## config.mk

```make
export PLATFORM = sky130hd
export DESIGN_NAME = mem_wb_pipe
export DESIGN_NICKNAME = d
export VERILOG_FILES = /design/src/rtl/mem_wb_pipe_pkg.sv /design/src/rtl/mem_wb_pipe_load_align.sv /design/src/rtl/mem_wb_pipe.sv
export SDC_FILE = /design/constraint.sdc
export NUM_CORES = 1
export LEC_CHECK = 0
export ABC_CLOCK_PERIOD_IN_PS = 1650
export BUFFER_PORTS_ARGS = -buffer_cell sky130_fd_sc_hd__buf_2
export CAP_MARGIN = 10
export CORE_ASPECT_RATIO = 1.5
export CORE_MARGIN = 5
export CORE_UTILIZATION = 40
export DETAILED_ROUTE_END_ITERATION = 10
export GPL_ROUTABILITY_DRIVEN = 0
export PLACE_DENSITY = 0.78
export SYNTH_ARGS = -nofsm -noshare
export SYNTH_HDL_FRONTEND = slang
export SYNTH_SLANG_ARGS = --single-unit
```

## constraint.sdc

```tcl
create_clock -name clk -period 1.65 [get_ports clk]
set_input_delay 0.165 -clock clk [delete_from_list [all_inputs] [get_ports clk]]
set_output_delay 0.165 -clock clk [all_outputs]
set_load 0.02 [all_outputs]
```

## src/rtl/mem_wb_pipe_pkg.sv

```systemverilog
// Shared encodings for the MEM/WB pipeline register: write-back source
// select (WB_*) and load-size (LD_*) codes used by mem_wb_pipe and load_align.
package mem_wb_pipe_pkg;

    typedef enum logic [1:0] {
        WB_ALU = 2'b00,
        WB_RAM = 2'b01,
        WB_PC4 = 2'b10,
        WB_IMM = 2'b11
    } wb_sel_e;

    typedef enum logic [1:0] {
        LD_B = 2'b00,
        LD_H = 2'b01,
        LD_W = 2'b10,
        LD_X = 2'b11
    } ld_size_e;

    localparam int unsigned BYTE_W = 8;
    localparam int unsigned HALF_W = 16;
    localparam int unsigned WORD_W = 32;

endpackage

```

## src/rtl/mem_wb_pipe_load_align.sv

```systemverilog
// load_align: combinational load-lane extraction and sign/zero extension.
// Ports: ram_data, ld_size, ld_unsigned, addr_lo in; o_ld_data (XLEN) out.
module load_align
    import mem_wb_pipe_pkg::*;
#(
    parameter int XLEN = 32,
    parameter int LO_W = $clog2(XLEN / 8)
) (
    input  logic [XLEN-1:0] ram_data,
    input  logic [1:0]      ld_size,
    input  logic            ld_unsigned,
    input  logic [LO_W-1:0] addr_lo,
    output logic [XLEN-1:0] o_ld_data
);

    logic [LO_W-1:0]   w_off_h;
    logic [BYTE_W-1:0] w_byte;
    logic [HALF_W-1:0] w_half;
    logic [XLEN-1:0]   w_byte_x;
    logic [XLEN-1:0]   w_half_x;
    logic [XLEN-1:0]   w_word_x;
    logic              w_sb;
    logic              w_sh;

    // Low address bits below the access size are ignored, so a
    // misaligned half simply reads its enclosing aligned lane.
    assign w_off_h = addr_lo & ~LO_W'(1);

    assign w_byte = ram_data[{addr_lo, 3'b000} +: BYTE_W];
    assign w_half = ram_data[{w_off_h, 3'b000} +: HALF_W];

    assign w_sb = !ld_unsigned && w_byte[BYTE_W-1];
    assign w_sh = !ld_unsigned && w_half[HALF_W-1];

    assign w_byte_x = {{(XLEN-BYTE_W){w_sb}}, w_byte};
    assign w_half_x = {{(XLEN-HALF_W){w_sh}}, w_half};

    // A word is the full datapath on RV32, so only RV64 needs a lane mux.
    generate
        if (XLEN > WORD_W) begin : g_word64
            logic [LO_W-1:0]   w_off_w;
            logic [WORD_W-1:0] w_word;
            logic              w_sw;
            assign w_off_w  = addr_lo & ~LO_W'(3);
            assign w_word   = ram_data[{w_off_w, 3'b000} +: WORD_W];
            assign w_sw     = !ld_unsigned && w_word[WORD_W-1];
            assign w_word_x = {{(XLEN-WORD_W){w_sw}}, w_word};
        end else begin : g_word32
            assign w_word_x = ram_data;
        end
    endgenerate

    always_comb begin
        o_ld_data = ram_data;
        unique case (ld_size)
            LD_B: o_ld_data = w_byte_x;
            LD_H: o_ld_data = w_half_x;
            LD_W: o_ld_data = w_word_x;
            LD_X: o_ld_data = ram_data;
        endcase
    end

endmodule

```

## src/rtl/mem_wb_pipe.sv

```systemverilog
// mem_wb_pipe: MEM->WB pipeline register with valid/ready handshake, flush,
// write-back source mux and load alignment ahead of the register.
// Ports: clk, rst (sync, high); in_valid/in_ready, flush, wb_sel, alu_data,
// ram_data, pc_plus4, imm_data, ld_size, ld_unsigned, addr_lo, reg_we_in,
// rd_in in; out_valid/out_ready, reg_we_out, rd_out, wb_data out.
// Define MEM_WB_RETIRE_CNT_EN to add the 32-bit retire_cnt output.
module mem_wb_pipe
    import mem_wb_pipe_pkg::*;
#(
    parameter int XLEN   = 32,
    parameter int REG_AW = 5,
    parameter int LO_W   = $clog2(XLEN / 8)
) (
    input  logic              clk,
    input  logic              rst,
    input  logic              in_valid,
    output logic              in_ready,
    input  logic              flush,
    input  logic [1:0]        wb_sel,
    input  logic [XLEN-1:0]   alu_data,
    input  logic [XLEN-1:0]   ram_data,
    input  logic [XLEN-1:0]   pc_plus4,
    input  logic [XLEN-1:0]   imm_data,
    input  logic [1:0]        ld_size,
    input  logic              ld_unsigned,
    input  logic [LO_W-1:0]   addr_lo,
    input  logic              reg_we_in,
    input  logic [REG_AW-1:0] rd_in,
    output logic              out_valid,
    input  logic              out_ready,
    output logic              reg_we_out,
    output logic [REG_AW-1:0] rd_out,
    output logic [XLEN-1:0]   wb_data
`ifdef MEM_WB_RETIRE_CNT_EN
    ,
    output logic [31:0]       retire_cnt
`endif
);

    logic              r_valid;
    logic              r_we;
    logic [REG_AW-1:0] r_rd;
    logic [XLEN-1:0]   r_data;

    logic              w_load;
    logic [XLEN-1:0]   w_ld_data;
    logic [XLEN-1:0]   w_wb_next;

    load_align #(
        .XLEN (XLEN),
        .LO_W (LO_W)
    ) u_load_align (
        .ram_data    (ram_data),
        .ld_size     (ld_size),
        .ld_unsigned (ld_unsigned),
        .addr_lo     (addr_lo),
        .o_ld_data   (w_ld_data)
    );

    assign in_ready = !r_valid || out_ready;
    assign w_load   = in_valid && in_ready && !flush;

    always_comb begin
        w_wb_next = alu_data;
        unique case (wb_sel)
            WB_ALU: w_wb_next = alu_data;
            WB_RAM: w_wb_next = w_ld_data;
            WB_PC4: w_wb_next = pc_plus4;
            WB_IMM: w_wb_next = imm_data;
        endcase
    end

    // Flush kills both the held entry and any entry offered this cycle.
    always_ff @(posedge clk) begin
        if (rst) begin
            r_valid <= 1'b0;
            r_we    <= 1'b0;
            r_rd    <= '0;
            r_data  <= '0;
        end else if (flush) begin
            r_valid <= 1'b0;
            r_we    <= 1'b0;
        end else if (w_load) begin
            r_valid <= 1'b1;
            r_we    <= reg_we_in;
            r_rd    <= rd_in;
            r_data  <= w_wb_next;
        end else if (out_ready) begin
            r_valid <= 1'b0;
        end
    end

    assign out_valid  = r_valid;
    assign rd_out     = r_rd;
    assign wb_data    = r_data;
    // x0 is hardwired, so writes to it are suppressed here.
    assign reg_we_out = r_we && r_valid && (r_rd != '0);

`ifdef MEM_WB_RETIRE_CNT_EN
    logic [31:0] r_retire_cnt;

    always_ff @(posedge clk) begin
        if (rst) begin
            r_retire_cnt <= '0;
        end else if (r_valid && out_ready) begin
            r_retire_cnt <= r_retire_cnt + 32'd1;
        end
    end

    assign retire_cnt = r_retire_cnt;
`endif

endmodule

```

==> impl_results.md, run 1 <==
* Post-synth top cells: 41 x mux2i_1, 39 x dfxtp_1, 35 x nor2_1
* Setup Skew at 2.88 ps
* Total core area at 7510 um^2
* Std cell rows at 39
* Cell with the most instances after synthesis: mux2i_1
* Die Area at 9440 um^2
* Setup-failing EPs final at 0
* Nets at approximately 700
* Flop2flop setup slack at 80 ps
* CTS buffer count at 5
* Synthesized net count at 538
* DRC Markers at 0
* Max Cap Violations at 0
* R2r startpoint: out_valid$_SDFFE_PP0P_
* Ports at 186
* Vias/cell at 5.70
* Critical path class: reg2out
* Area post-placement at 4080 um^2
* Vias at 3819
* Leading area contributor after synthesis: dfxtp_1
* Area Overhead vs Synth at 42.5%
* Area contributors post-synth: dfxtp_1 26%, mux2i_1 14%, a211oi_1 6.2%
* Post-route cell area at 4310 um^2
* Achievable Freq at around 0.63 GHz
* Critical Path End Type: primary output
* Min-delay src: rd_in[1]
* CP Launch Point: rd_out[4]$_SDFFE_PP0P_
* CTS sink cnt at 39
* Port Buffers at 185
* Main synth FF type: dfxtp_1
* First-pass GRT wire length at 18100 um
* Post-CTS Hold Fix Bufs at 0
* Overflow after GRT at 0
* Fin util at 0.574
* Number of enable flip-flop cells after synthesis at 0
* Vias in the first global route at 3724
* Bufs on Longest Clock Path at 2
* Share of cells above drive strength 1 at 0.401
* Register area share after synthesis at 0.258
* Detailed Place HPWL at 9590 um
* Rel. slew slack at 0.684
* CTS H-tree depth at 2
* Antenna cells at 0
* Worst hold path class: in2reg
* Max FO, Critical Path at 3
* Root Buffer: clkbuf_16
* Syn_area_per_cell at 7.72 um^2
* Worst slew pin tran at 473 ps
* Min Clock Period, post-route at 1590 ps
* Final hold vios at 0
* Distinct cells, synth at 38
* Routed WL at 12100 um
* PD cells at 716 nW/um^2
* Mapped Area at 3030 um^2
* Critical Path RT at 1480 ps
* Ys Warns at 0
* Initial antenna violation count at 0
* Chip height at 117 um
* Post-Syn Instances at 392
* RSZ-0062 raised after global routing: yes
* Clock Pin Slew Worst Setup and Hold Paths at 60 ps
* Top cell type's share of synthesized area at 0.258
* Leak at 0.00205 uW
* Drt first-iter violations at 222
* Async S/R FF share, synth at 0
* Largest net degree at the start of global routing at 40
* Max IR drop VDD at 0.000415 V
* Starting Density at 0.403
* Period utilization at 0.965
* WP data arrival at 1430 ps
* Max-slew violations at 0
* Run status: complete, no violations
* CTS tree: yes
* Setup crit start kind: flop
* TNS Setup at 0 ps
* Drt pass-1 iters at 5
* Number of fill cells at 731
* Die Width at a little over 80 um
* ANT nets after route at 0
* GRT Total Usage at 0.248
* Clock Latency Late Sink at 280 ps
* DR WL/cell at 18.1 um
* Seq cells post-synth at 39
## stage by stage
stage	setup slack, ps	hold WS, ps	total power [uW]	instances
6_report	58.3	124	3090	670
5_1_grt	-15.7	115	3240	670
4_1_cts	25.1	119	3080	669
3_5_place_dp	25.6	414	1950	661
3_3_place_gp	105	410	1930	661
2_1_floorplan	33.2	238	1560	392
## registers in the layout, summed over array words and instances, names as in the netlist
signal     cells
wb_data       32
rd_out         5
out_valid      1
r_we           1
## where the power goes
part	switching, uW	internal [uW]	total, uW
registers	35.3	1000	1040
logic	503	408	911
clock network	390	752	1140
total	928	2160	3090
## final timing paths
kind / cells after the start / endpoint
worst max-delay path: 3 / reg_we_out
worst max register to register: 7 / wb_data[30]$_SDFFE_PP0P_
worst min register to register: 2 / rd_out[1]$_SDFFE_PP0P_
worst min-delay path: 3 / rd_out[1]$_SDFFE_PP0P_
## worst max-delay path: stages (launching register included)
cell     delay, ps
dfxtp_1        320
or3_1          380
o311a_1        290
buf_2          160
## cell families (layout without fill, tap and decap cells)
| group | Yosys count | in the layout | share of synthesized area |
|---|---|---|---|
| flops | 39 | 39 | 0.258 |
| simple gates | 111 | 111 | 0.185 |
| buf+inv | 61 | 237 | 0.0885 |
| compound gates | 140 | 140 | 0.333 |
| mux | 41 | 41 | 0.136 |
## cell usage in the layout (no fill, tap or decap), drive strengths merged, types with 2 or more instances in the layout
cell type    n
clkbuf       6
o22ai       15
a21oi       31
mux2i       41
buf        207
nand3        2
nand4       12
nand2       30
nor2b        5
o32ai       14
o211ai       7
o2bb2ai      8
dfxtp       39
a221o        7
a221oi       2
inv         22
a211oi      25
or3b         2
o21ai       10
nor3         2
or3         12
nand2b       5
a2bb2oi     10
o221ai       8
nor2        35
## layer usage
| layer | global-route usage | part of all wire |
|---|---|---|
| met1 | 0.269 | 0.35 |
| met2 | 0.460 | 0.53 |
| met3 | 0.0417 | 0.080 |
| met4 | 0.116 | 0.035 |
| met5 | 0 | 0 |
## area by class of cell
type                    count  area [um^2]  share of cell area
flip-flops and latches     39          781               0.181
well taps                 102          128              0.0296
clock buffers               6          139              0.0322
repair buffers            207         1120               0.260
multi-input cells         292         2030               0.470
clock inverters             2         35.0             0.00812
inverters                  22         82.6              0.0191
## timing repair
item	in CTS	in global routing
setup endpoints to repair	0	10
resized for setup	0	8
buffers inserted	0	1
No activity file was read; power rests on OpenSTA's default activity.
==> run 2: changes to the inputs <==
CORE_UTILIZATION = 39   (was 40)
SYNTH_HIERARCHICAL = 1   (was unset)
==> run 2 against run 1 <==
Against the previous run:
- setup slack worse by 84 ps
- highest routed layer unchanged
- global-route usage down 0.50 points
- wire length down 8.1%
- clock-buffer cell count unchanged
- synthesized cell count down 37%
- the flow now finishes with violations (setup timing)
- power down 10%
==> impl_results.md, run 2 <==
* Number of fill cells at 636 (was 731)
* Critical Path RT at 1850 ps (was 1480 ps)
* Register area share after synthesis at 0.275 (was 0.258)
* Worst path max stage delay at 460 ps (was 380 ps)
* Commonest non-fill, non-tap cell in the layout: buf_2 (unchanged)
* Critical Path End Type: flop (was primary output)
* TNS Setup at -36.9 ps (was 0 ps)
* Max IR drop VDD at 0.000417 V (was 0.000415 V)
* Bufs on Longest Clock Path at 2 (unchanged)
* Drt pass-1 iters at 4 (was 5)
* Achievable Freq at 0.597 GHz (was 0.628 GHz)
* R2r startpoint: out_valid$_SDFFE_PP0P_ (unchanged)
* Layout Cells excl Fill at 541 (was 670)
* Min Clock Period, post-route at 1680 ps (was 1590 ps)
* Synthesized net count at 393 (was 538)
* Top cell type's share of synthesized area at 0.275 (was 0.258)
* CTS sink cnt at 39 (unchanged)
* RSZ-0062 raised after global routing: yes (unchanged)
* Root Buffer: clkbuf_8 (was clkbuf_16)
* Post-route cell area at 4160 um^2 (was 4310 um^2)
* Max Cap Violations at 0 (unchanged)
* Most frequent cells in the layout: 183 x buf_2, 39 x a22o_1, 38 x dfxtp_1 (was 185 x buf_2, 41 x mux2i_1, 39 x dfxtp_1)
* DR WL/cell at 20.6 um (was 18.1 um)
* Area post-placement at 3960 um^2 (was 4080 um^2)
* PD cells at 670 nW/um^2 (was 716 nW/um^2)
* Max-slew violations at 0 (unchanged)
* Initial antenna violation count at 0 (unchanged)
* Overflow after GRT at 0 (unchanged)
* Drt first-iter violations at 312 (was 222)
* Main synth FF type: dfxtp_1 (unchanged)
* Largest register FFs at 32 (unchanged)
* Total power at 2780 uW (was 3090 uW)
* Crit path capture: wb_data[12]$_SDFFE_PP0P_ (was reg_we_out)
* Period utilization at 1.02 (was 0.965)
* Number of enable flip-flop cells after synthesis at 0 (unchanged)
* Rel. slew slack at 0.535 (was 0.684)
* Placed Cells at 530 (was 661)
* Post-CTS Hold Fix Bufs at 0 (unchanged)
* Ports at 186 (unchanged)
* Seq cells post-synth at 39 (unchanged)
* Failing checks: setup timing
* Die Width at 79.7 um (was 81.0 um)
* Syn_area_per_cell at 11.5 um^2 (was 7.72 um^2)
* Post-synth top cells: 39 x a22o_1, 39 x dfxtp_1, 30 x mux4_2 (was 41 x mux2i_1, 39 x dfxtp_1, 35 x nor2_1)
* First-pass GRT wire length at 17000 um (was 18100 um)
* Max FO, Critical Path at 8 (was 3)
* Mapped Area at 2840 um^2 (was 3030 um^2)
* Vias/cell at 5.80 (was 5.70)
* Nets at 586 (was 713)
* Largest net degree at the start of global routing at 33 (was 40)
* Worst hold path class: in2reg (unchanged)
* Run status: finished with violations (was complete, no violations)
* Final hold vios at 0 (unchanged)
* Vias in the first global route at 3297 (was 3724)
* Setup crit start kind: input port (was flop)
* Area Overhead vs Synth at 46.1% (was 42.5%)
* Share of cells above drive strength 1 at 0.624 (was 0.401)
* Total core area at 7180 um^2 (was 7510 um^2)
* Worst slew pin tran at 692 ps (was 473 ps)
* Detailed Place HPWL at 8880 um (was 9590 um)
* Starting Density at 0.396 (was 0.403)
* Setup-failing EPs final at 2 (was 0)
* R2R cell count at 6 (was 7)
* CTS H-tree depth at 2 (unchanged)
* Leading area contributor after synthesis: dfxtp_1 (unchanged)
* GRT Total Usage at 0.243 (was 0.248)
* Ys Warns at 6 (was 0)
* Distinct cells, synth at 38 (unchanged)
* CTS tree: yes (unchanged)
* Critical path class: in2reg (was reg2out)
* Async S/R FF share, synth at 0 (unchanged)
* Clock Latency Late Sink at 300 ps (was 280 ps)
* ANT nets after route at 0 (unchanged)
* Die Area at 9140 um^2 (was 9440 um^2)
* Chip height at 115 um (was 117 um)
* Std cell rows at 38 (was 39)
* Area contributors post-synth: dfxtp_1 27%, mux4_2 24%, a22o_1 12% (was dfxtp_1 26%, mux2i_1 14%, a211oi_1 6.2%)
* Setup Skew at 6.94 ps (was 2.88 ps)
* WP data arrival at 1870 ps (was 1430 ps)
* CP Launch Point: addr_lo[1] (was rd_out[4]$_SDFFE_PP0P_)
* Port Buffers at 185 (unchanged)
* Slowest-stage cell, CP: mux4_2 (was or3_1)
* Post-Syn Instances at 247 (was 392)
* Crit Reg-Reg Endpoint: wb_data[0]$_SDFFE_PP0P_ (was wb_data[30]$_SDFFE_PP0P_)
* Leak at 0.00195 uW (was 0.00205 uW)
* Clock Pin Slew Worst Setup and Hold Paths at 80 ps (was 60 ps)
* Flop2flop setup slack at 100 ps (was 80 ps)
* Cell Chain, Critical Path: buf_8 > mux2_4 > a32o_2 > a221o_1 > mux4_2 > a22o_1 (was or3_1 > o311a_1 > buf_2)
* DRC Markers at 0 (unchanged)
* Final worst slack at -25.3 ps (was 58.3 ps)
* Antenna cells at 0 (unchanged)
* CTS buffer count at 5 (unchanged)
* Routed WL at 11100 um (was 12100 um)
* Vias at 3137 (was 3819)
==> run 2: changes by cell type after synthesis, moves of 12 or more <==
cell      delta
o32ai_1     -14
mux4_2      +30
buf_6       +12
a21oi_1     -26
nand2_1     -14
nor2_1      -32
a211oi_1    -23
mux2i_1     -41
o22ai_1     -15
inv_1       -21
a22o_1      +39
==> run 2: kinds of logic after synthesis <==
logic type | count (synthesis) | share of synthesized area
DFF | 39 | 0.275
buffers and inverters | 33 | 0.0840
muxes | 42 | 0.298
AOI/OAI and AO/OA | 91 | 0.257
and+or+nand+nor | 42 | 0.0862
==> run 2: layout make-up <==
| cell class | instances | area, um^2 | area share |
|---|---|---|---|
| multi-input cells | 176 | 1880 | 0.452 |
| repair buffers | 214 | 1230 | 0.296 |
| flip-flops and latches | 39 | 782 | 0.188 |
| well taps | 100 | 125 | 0.0301 |
| clock buffers | 6 | 82.6 | 0.0199 |
| clock inverters | 2 | 35.0 | 0.00843 |
| inverters | 4 | 22.5 | 0.00542 |
==> run 2: power by group <==
part / leakage, uW / switching, uW / internal (uW) / total (uW)
combinational: 0.00157 / 429 / 487 / 916
clock: 0.0000612 / 355 / 489 / 845
sequential: 0.000319 / 26.9 / 994 / 1020
==> run 2: timing repair <==
action / in CTS / in global routing
cloned: 1 / 0
setup endpoints to repair: 32 / 22
pin swaps: 3 / 0
gates resized for setup: 8 / 6
setup buffers: 1 / 1
==> run 2: per-stage QoR <==
step / setup WS (ps) / hold slack, ps / utilization
6_report: -25.3 / 104 / 0.579
5_1_grt: -53.2 / 97.3 / 0.579
4_1_cts: -13.8 / 101 / 0.575
3_5_place_dp: -382 / 428 / 0.551
3_3_place_gp: -307 / 423 / 0.551
2_1_floorplan: -114 / 315 / -
==> run 2: how the worst min path moves through the flow <==
stage                          from                      to  cells after the start
after floorplan            rd_in[0]  rd_out[0]$_SDFFE_PP0P_                      2
after global placement     rd_in[4]  rd_out[4]$_SDFFE_PP0P_                      3
after detailed placement   rd_in[0]  rd_out[0]$_SDFFE_PP0P_                      3
after CTS                  rd_in[0]  rd_out[0]$_SDFFE_PP0P_                      3
after global routing      reg_we_in       r_we$_SDFFE_PP0P_                      3
final                      rd_in[4]  rd_out[4]$_SDFFE_PP0P_                      3
==> run 2: critical path: cells and delay by family <==
kind | cells | cell delay [ps]
AOI/OAI and AO/OA | 3 | 820
muxes | 2 | 770
buffers and inverters | 1 | 100
==> run 2: routing by layer <==
metal  up-vias  global-route usage  wire length (um)
met1      1512               0.268              3800
met2       171               0.429              5970
met3        33              0.0551               932
li1       1421                   -                 -
met5         -                   0                 0
met4         0               0.125               445
==> run 3: changes to the inputs <==
ABC_AREA = 1   (was unset)
CORE_UTILIZATION = 42   (was 39)
PLACE_DENSITY = 0.79   (was 0.78)
==> run 3 against run 2 <==
Against the previous run:
- the flow now finishes without violations
- clock-buffer cell count stayed put
- critical path depth down 1
- core utilization decreased by 1.8 points
- synthesized cell count increased by 140%
- final area grew 8.8%
- combinational power grew 3.5%
- area after synthesis increased by 23%
- largest cell class unchanged
- largest power group unchanged
- highest routed layer unchanged
==> impl_results.md, run 3 <==
* Family with the most delay on the worst path: simple AND/OR/NAND/NOR gates (was compound AO/OA/AOI/OAI gates)
* GRT Total Usage at 0.234 (was 0.243)
* Drt pass-1 iters at 5 (was 4)
* Top cell type's share of synthesized area at 0.237 (was 0.275)
* Min Clock Period, post-route at 1490 ps (was 1680 ps)
* DRC Markers at 0 (unchanged)
* First-pass GRT wire length at 19600 um (was 17000 um)
* Post-CTS Setup Bufs at 0 (was 1)
* Distinct cells, synth at 29 (was 38)
* Achievable Freq at 0.673 GHz (was 0.597 GHz)
* Worst path most repeated cell: nand3_1
* CP Launch Point: rd_out[1]$_SDFFE_PP0P_ (was addr_lo[1])
* Post-synth top cells: 220 x nand2_1, 69 x nand3_1, 66 x nor2_1 (was 39 x a22o_1, 39 x dfxtp_1, 30 x mux4_2)
* ANT nets after route at 0 (unchanged)
* CTS H-tree depth at 2 (unchanged)
* Vias in the first global route at 4128 (was 3297)
* Largest net degree at the start of global routing at 37 (was 33)
* PD cells at 630 nW/um^2 (was 670 nW/um^2)
* Setup-failing EPs final at 0 (was 2)
* Port Buffers at 185 (unchanged)
* Async S/R FF share, synth at 0 (unchanged)
* DR WL/cell at 14.6 um (was 20.6 um)
* Seq cells post-synth at 39 (unchanged)
* CTS buffer count at 5 (unchanged)
* Die Area at 10300 um^2 (was 9140 um^2)
* Critical path class: reg2out (was in2reg)
* Mapped Area at 3490 um^2 (was 2840 um^2)
* Std cell rows at 40 (was 38)
* Detailed Place HPWL at 10200 um (was 8880 um)
* Worst path max stage delay at 340 ps (was 460 ps)
* Post-CTS Hold Fix Bufs at 0 (unchanged)
* TNS Setup at 0 ps (was -36.9 ps)
* Ports at 186 (unchanged)
* Max Cap Violations at 0 (unchanged)
* Total core area at 8060 um^2 (was 7180 um^2)
* Area contributors post-synth: nand2_1 24%, dfxtp_1 22%, nand3_1 9.9% (was dfxtp_1 27%, mux4_2 24%, a22o_1 12%)
* CTS sink cnt at 39 (unchanged)
* Post-route cell area at 4520 um^2 (was 4160 um^2)
* Vias/cell at 5.08 (was 5.80)
* CTS tree: yes (unchanged)
* Cell with the most instances after synthesis: nand2_1
* Die Width at 84.4 um (was 79.7 um)
* Min-delay src: rd_in[2] (was rd_in[4])
* Max IR drop VDD at 0.000348 V (was 0.000417 V)
* Register area share after synthesis at 0.224 (was 0.275)
* Max FO, Critical Path at 3 (was 8)
* Worst slew pin tran at 522 ps (was 692 ps)
* Bufs on Longest Clock Path at 2 (unchanged)
* Setup Skew at 5.07 ps (was 6.94 ps)
* Routed WL at 12500 um (was 11100 um)
* Root Buffer: clkbuf_16 (was clkbuf_8)
* Area post-placement at 4390 um^2 (was 3960 um^2)
* Hold WS at 145 ps (was 104 ps)
* Final hold vios at 0 (unchanged)
* Slowest-stage cell, CP: nor3_1 (was mux4_2)
* Ys Warns at 6 (unchanged)
* Leading area contributor after synthesis: nand2_1 (was dfxtp_1)
* PostCTS Resize Cnt at 0 (was 8)
* Vias at 4359 (was 3137)
* Commonest non-fill, non-tap cell in the layout: nand2_1 (was buf_2)
* Nets at 899 (was 586)
* Chip height at 122 um (was 115 um)
* Worst Path Buf+Inv at 2 (was 1)
* Number of enable flip-flop cells after synthesis at 0 (unchanged)
* Number of fill cells at 834 (was 636)
* Setup crit start kind: flop (was input port)
* Run status: complete, no violations (was finished with violations)
* Critical Path End Type: primary output (was flop)
* Max-slew violations at 0 (unchanged)
* Most frequent cells in the layout: 220 x nand2_1, 185 x buf_2, 69 x nand3_1 (was 183 x buf_2, 39 x a22o_1, 38 x dfxtp_1)
* Main synth FF type: dfxtp_1 (unchanged)
* Clock Pin Slew Worst Setup and Hold Paths at 50 ps (was 80 ps)
* Critical Path RT at 1480 ps (was 1850 ps)
* Rel. slew slack at 0.652 (was 0.535)
* Largest register FFs at 32 (unchanged)
* Synthesized net count at 733 (was 393)
* Syn_area_per_cell at 5.94 um^2 (was 11.5 um^2)
* WP data arrival at 1320 ps (was 1870 ps)
* Period utilization at 0.901 (was 1.02)
* Clock Latency Late Sink at 270 ps (was 300 ps)
* Share of cells above drive strength 1 at 0.332 (was 0.624)
* Worst hold path class: in2reg (unchanged)
* Area Overhead vs Synth at 29.5% (was 46.1%)
* Post-Syn Instances at 587 (was 247)
* R2r startpoint: out_valid$_SDFFE_PP0P_ (unchanged)
* RSZ-0062 raised after global routing: no (was yes)
* Overflow after GRT at 0 (unchanged)
* Initial antenna violation count at 1 (was 0)
* Cell Chain, Critical Path: nor3_1 > nand3_1 > nand3_1 > inv_1 > buf_2 (was buf_8 > mux2_4 > a32o_2 > a221o_1 > mux4_2 > a22o_1)
* Drt first-iter violations at 309 (was 312)
* Leak at 0.00255 uW (was 0.00195 uW)
* Starting Density at 0.433 (was 0.396)
-- run 3: cell types whose count changed in the layout (fill, tap and decap cells not counted), sizes merged, moves of 34 or more --
cell / change
a22o: -39
a21oi: +34
inv: +36
nand2: +222
nor2: +65
nand3: +78
-- run 3: stage by stage --
stage                     utilization  setup slack (ps)  instances  total power, uW
after detailed placement        0.545              81.9        851             1980
after global placement          0.545               156        851             1970
after floorplan                     -               307        587             1640
final                           0.561               164        858             2850
after CTS                       0.561              99.2        857             2870
after global routing            0.561              93.6        858             3020
-- run 3: where the power goes --
part | switching [uW] | internal (uW) | total [uW] | leakage (uW)
clock network | 334 | 543 | 877 | 0.0000628
registers | 28.6 | 994 | 1020 | 0.000319
logic | 566 | 382 | 948 | 0.00217
-- run 3: area by class of cell --
| type | count | area [um^2] | share of cell area |
|---|---|---|---|
| antenna | 1 | 2.50 | 0.000554 |
| sequential | 39 | 781 | 0.173 |
| multi-input combinational | 467 | 2240 | 0.495 |
| clock buffer | 6 | 129 | 0.0285 |
| tap | 105 | 131 | 0.0291 |
| inverter | 40 | 163 | 0.0360 |
| timing repair buffer | 200 | 1080 | 0.238 |
-- run 3: cell families (layout without fill, tap and decap cells) --
logic type	after synthesis	in the layout	share of synthesized area
and+or+nand+nor	388	388	0.492
DFF	39	39	0.224
buffers and inverters	81	246	0.135
other	0	1	0
AOI/OAI and AO/OA	79	79	0.150
-- run 3: metal layers --
metal / vias to the layer above / share of wire / track usage
li1: 2187 / - / -
met1: 1901 / 0.41 / 0.294
met2: 222 / 0.47 / 0.387
met3: 49 / 0.066 / 0.0298
met4: 0 / 0.055 / 0.131
met5: - / 0 / 0
-- run 3: path summary, 6_finish.rpt --
kind / slack, ps / end / depth (start not counted)
worst max-delay path: 160 / reg_we_out / 5
worst min-delay path: 150 / rd_out[2]$_SDFFE_PP0P_ / 3
worst max register to register: 290 / wb_data[18]$_SDFFE_PP0P_ / 6
worst min register to register: 450 / r_we$_SDFFE_PP0P_ / 2
-- run 3: worst reg2reg max path: cells and delay by family (launching register included) --
family / cells / cell delay (ps)
buffers and inverters: 2 / 380
DFF: 1 / 330
and+or+nand+nor: 4 / 540
